**src/rtl/data_mem_unit.sv**
```systemverilog
`default_nettype none
// ============================================================================
// Module      : data_mem_unit
// Description : Single-port word-addressed data memory with a request FSM.
//               Accepts one request at a time; write/read completion is
//               signalled by a one-cycle mem_ready pulse.
// Revision    : 1.0 - initial release
// ============================================================================
module data_mem_unit #(
    parameter int ADDR_W = 8,
    parameter int DATA_W = 16
) (
    input  logic              clock,
    input  logic              reset,
    input  logic              mem_rd,
    input  logic              mem_wr,
    input  logic [ADDR_W-1:0] addr,
    input  logic [DATA_W-1:0] wdata,
    output logic [DATA_W-1:0] rdata,
    output logic              mem_ready,
    output logic              mem_busy,
    output logic              mem_err
);

    localparam int c_DEPTH = 1 << ADDR_W;

    typedef enum logic [1:0] {
        IDLE  = 2'd0,
        WRITE = 2'd1,
        READ  = 2'd2,
        RDONE = 2'd3
    } state_t;

    state_t              r_state;
    logic [ADDR_W-1:0]   r_addr;
    logic [DATA_W-1:0]   r_wdata;
    logic [DATA_W-1:0]   r_mem [c_DEPTH];

    assign mem_busy = (r_state != IDLE);

    always_ff @(posedge clock or negedge reset) begin
        if (!reset) begin
            r_state   <= IDLE;
            r_addr    <= '0;
            r_wdata   <= '0;
            rdata     <= '0;
            mem_ready <= 1'b0;
            mem_err   <= 1'b0;
        end else begin
            mem_ready <= 1'b0;
            mem_err   <= 1'b0;
            case (r_state)
                IDLE: begin
                    // A simultaneous read+write request is served as a write.
                    if (mem_wr) begin
                        r_addr  <= addr;
                        r_wdata <= wdata;
                        r_state <= WRITE;
                    end else if (mem_rd) begin
                        r_addr  <= addr;
                        r_state <= READ;
                    end
                end
                WRITE: begin
                    mem_ready <= 1'b1;
                    r_state   <= IDLE;
                end
                READ: begin
                    rdata   <= r_mem[r_addr];
                    r_state <= RDONE;
                end
                RDONE: begin
                    mem_ready <= 1'b1;
                    r_state   <= IDLE;
                end
                default: r_state <= IDLE;
            endcase
            if ((r_state != IDLE) && (mem_rd || mem_wr))
                mem_err <= 1'b1;
        end
    end

    // Reset forces r_state to IDLE asynchronously, so a pending write is discarded.
    always_ff @(posedge clock) begin
        if (r_state == WRITE)
            r_mem[r_addr] <= r_wdata;
    end

endmodule
`default_nettype wire

```
**config.mk**
```make
export PLATFORM = sky130hd
export DESIGN_NAME = data_mem_unit
export DESIGN_NICKNAME = d
export VERILOG_FILES = /design/src/rtl/data_mem_unit.sv
export SDC_FILE = /design/constraint.sdc
export NUM_CORES = 2
export LEC_CHECK = 0
export BUFFER_PORTS_ARGS = -buffer_cell sky130_fd_sc_hd__buf_2
export CAP_MARGIN = 25
export CORE_UTILIZATION = 57
export CTS_CLUSTER_SIZE = 28
export DETAILED_ROUTE_END_ITERATION = 6
export PLACE_DENSITY_LB_ADDON = 0.2
export SYNTH_ARGS = -nofsm -noshare
export SYNTH_HDL_FRONTEND = slang
export SYNTH_SLANG_ARGS = --single-unit
```
**constraint.sdc**
```tcl
create_clock -name clock -period 8.6 [get_ports clock]
set_input_delay 0.86 -clock clock [delete_from_list [all_inputs] [get_ports clock]]
set_output_delay 0.86 -clock clock [all_outputs]
set_load 0.05 [all_outputs]
```
==> key figures <==
Route
  • Number of DRC markers in iteration 0: 13400
  • Detailed-route vias per instance: just under 7
  • Number of DRC violations after detailed routing: 15
  • Antenna viol nets, final: 0
  • TritonRoute pass-1 iters: 7
  • Routed WL per cell: 38.1 um
  • Final Routed Wirelength: approximately 440 mm
  • Via count: 80500

Yosys
  • Simple-Gate Fraction of Synth Area: 1.99%
  • Xor-xnor portion of the synthesized cell area: 0%
  • Ys Warns: 0
  • Top cell type by total area after synthesis: sky130_fd_sc_hd__edfxtp_1
  • Count of state elements after synthesis: ~4100
  • Main combinational cell family by area after synthesis: multiplexers
  • Share of cell area taken by muxes after synthesis: 16.3%
  • Gate count of the mapped netlist: 7068
  • Compound-gate portion of the synthesized area: roughly 2.1%
  • Ys async rst share: between 1 and 1.5%
  • Post-synthesis adder-cell area fraction: 0%
  • Post-synthesis sequential area ratio: 78.2%
  • Mean post-synth cell area: ~22 sq um
  • Main flop type after synthesis: sky130_fd_sc_hd__edfxtp_1
  • Total standard cell area after synthesis: approximately 160000 sq um
  • Synthesized netlist net count: 7096
  • Count of flip-flops with a built-in enable after synthesis: 4096
  • Dominant cells by area after synthesis: sky130_fd_sc_hd__edfxtp_1 78%, sky130_fd_sc_hd__mux4_2 15%, sky130_fd_sc_hd__mux2i_1 1.6%, sky130_fd_sc_hd__dfrtp_1 0.69%, sky130_fd_sc_hd__nor2_1 0.67%
  • Fraction of synthesized cell area taken by the top area cell type: 77.5%
  • Number of library cell types mapped by synthesis: 67

Layout
  • Final nets: 7586
  • Fraction of layout cells with a size suffix above 1: 28.7%
  • Top library cells by usage in the layout, fill and taps aside: 4096 x sky130_fd_sc_hd__edfxtp_1, 1022 x sky130_fd_sc_hd__mux4_2, 408 x sky130_fd_sc_hd__buf_4, 404 x sky130_fd_sc_hd__clkbuf_16, 248 x sky130_fd_sc_hd__mux2i_1
  • Core occupancy in the finished layout: 64.7%
  • Most frequent standard cell in the layout excluding fill and tap cells: sky130_fd_sc_hd__edfxtp_1
  • Area growth from synthesis to layout: 12.7%

Clock network
  • Cell at the root of the clock tree: sky130_fd_sc_hd__clkbuf_16
  • Skew-Pair Late Insertion Delay: 0.98 ns
  • Largest buffer count on any clock path: 4
  • Maximum level of the CTS H-tree: 5
  • Clock slew at the register clock pins of the worst setup and hold paths: 0.07 ns
  • Setup repair bufs after CTS: 0
  • Quantity of gates resized following cts: 0
  • Clock net sink count: 4140
  • TritonCTS clock tree: built
  • Clock buffer count from CTS: 404
  • Number of hold buffers added after CTS: 0

Global route
  • Overflow left after global routing: 0
  • Antenna violations before repair: 23
  • Global-route usage over all layers: 31.7%
  • Pin count of the biggest net entering global routing: 233
  • Vias in the first global route: 78500
  • Wire length of the first global-routing pass: between 600 and 700 mm

STA
  • Setup repair after global routing missed its margin: false
  • Minimum clock period: 5.60 ns
  • Final-report max-slew violation count: 0
  • Relative slew margins: 1.27%
  • Actual transition at the worst max-transition pin: 1.48 ns
  • Final period utilization: about two thirds
  • Skew final: approximately 0.062 ns
  • Number of failing hold endpoints at the final stage: 0
  • Max Clk Rate: roughly 0.18 GHz
  • Setup TNS: 0 ns
  • Final-report setup violation count: 0

Worst setup path
  • Slack of the worst reg-to-reg path: roughly 3 ns
  • Worst flop-to-flop path endpoint: rdata[9]
  • Termination of the worst setup path: rdata[9]
  • Required time worst endpoint: 9.48 ns
  • Source of the critical timing path: r_addr[1]
  • Worst setup path class: flip-flop to flip-flop
  • CP Capture Type: flip-flop
  • Arrival time of the worst setup path: 6.49 ns
  • Maximum net fanout on the critical path: 94
  • Critical R2R Launch: r_addr[1]
  • Worst R2R Path Depth: 10
  • Kind of start point of the critical path: flip-flop

Flow run
  • Max Cap Violations: 0

Run status
  • Violated checks: design-rule violations
  • Outcome: finished with violations

Floorplan
  • Height of the die: 530 um
  • Horizontal extent of the die: 530 um
  • Placement row count: 193
  • Full die area: 280000 sq um
  • Standard cell core area: 276000 sq um
  • Initial core utilization: 57.4%
  • Count of boundary I/O pins: 47

Hold path
  • Path class of the lowest-slack min-delay path: input port to async pin

Placement
  • Placed wire-length estimate after detailed placement: 265 mm
  • Final weighted congestion in routability-driven placement: 0.963
  • Port Buffers: 46

Pwr
  • Static leakage: 55.9 nW
  • Worst ir drop on vdd: about 0.37 mV
  • Power density relative to cell area: approximately 350 nW/um^2
[flip-flops by register name (all words and copies together) (netlist names)]
signal	cells
mem_err	1
r_wdata	16
r_state	2
mem_ready	1
r_mem	4096
r_addr	8
rdata	16
[logic make-up after synthesis]
logic type / count (synthesis)
mux: 1299
compound gates: 479
buf+inv: 424
simple gates: 726
flops: 4140
[worst min path at each step]
stage	startpoint	to	slack (ns)	depth (start not counted)
final	reset	r_state[0]	0.10	2
after global routing	mem_wr	r_state[1]	0.11	2
after CTS	mem_wr	r_state[1]	0.05	2
after detailed placement	rdata[8]	rdata[8]	0.51	2
after global placement	r_state[0]	mem_ready	0.51	0
after floorplan	r_state[0]	mem_ready	0.48	1
[through the flow]
| stage | total power [mW] | cells | hold WS (ns) | worst slack, ns | area (sq um) |
|---|---|---|---|---|---|
| 2_1_floorplan | 37.8 | 7068 | 0.478 | 4.62 | 159000 |
| 3_3_place_gp | 44.6 | 10800 | 0.506 | 2.38 | 165000 |
| 3_5_place_dp | 45.0 | 10800 | 0.510 | 3.24 | 166000 |
| 4_1_cts | 62.2 | 11600 | 0.0536 | 3.18 | 179000 |
| 5_1_grt | 63.8 | 11600 | 0.107 | 2.94 | 179000 |
| 6_report | 62.5 | 11600 | 0.101 | 3.00 | 179000 |
[critical path: stages, from the launching register on]
cell and delay (ns):
sky130_fd_sc_hd__dfrtp_4 0.83, sky130_fd_sc_hd__buf_4 0.66, sky130_fd_sc_hd__buf_12 0.51, sky130_fd_sc_hd__buf_4 0.64, sky130_fd_sc_hd__mux4_2 0.35, sky130_fd_sc_hd__nand2_1 0.07
sky130_fd_sc_hd__a32o_1 0.31, sky130_fd_sc_hd__o21ai_0 0.62, sky130_fd_sc_hd__o21ai_1 0.20, sky130_fd_sc_hd__nor4_2 1.01, sky130_fd_sc_hd__o22a_1 0.23
[final cells by class]
type                            count  area [sq um]
Sequential cell                  4140        124000
Clock buffer                      492         10500
Inverter                            8          46.3
Timing Repair Buffer              500          4160
Multi-Input combinational cell   2504         32800
Antenna cell                       12          30.0
Fill cell                       17800         97700
Clock inverter                    253          2480
Tap cell                         3705          4640
[power by group]
| group | leakage, nW | total (mW) | internal, mW | switching [mW] |
|---|---|---|---|---|
| Clock | 6.29 | 17.4 | 9.75 | 7.64 |
| Combinational | 12.3 | 18.8 | 6.09 | 12.7 |
| Sequential | 37.3 | 26.4 | 25.5 | 0.849 |
| Total | 55.9 | 62.5 | 41.4 | 21.2 |
[cells in the mapped netlist, drive strengths merged (15+ instances only)]
cell type and instances:
a21oi 51, a22oi 66, a31oi 22, a32oi 52, buf 264, clkbuf 152
dfrtp 44, edfxtp 4096, mux2 29, mux2i 248, mux4 1022, nand2 239
nand3 51, nand4 18, nor2 283, nor3 51, nor4 15, o21ai 49
o221ai 30, o22a 25, o22ai 113
[metal layers]
metal | up-vias | track usage (%) | wire length, um
met5 | - | 0 | 322
met4 | 12 | 13.9 | 22300
met3 | 961 | 7.82 | 55500
met2 | 5696 | 47.7 | 203000
met1 | 42800 | 44.8 | 161000
li1 | 31000 | - | -
(Power assumes the default switching activity.)
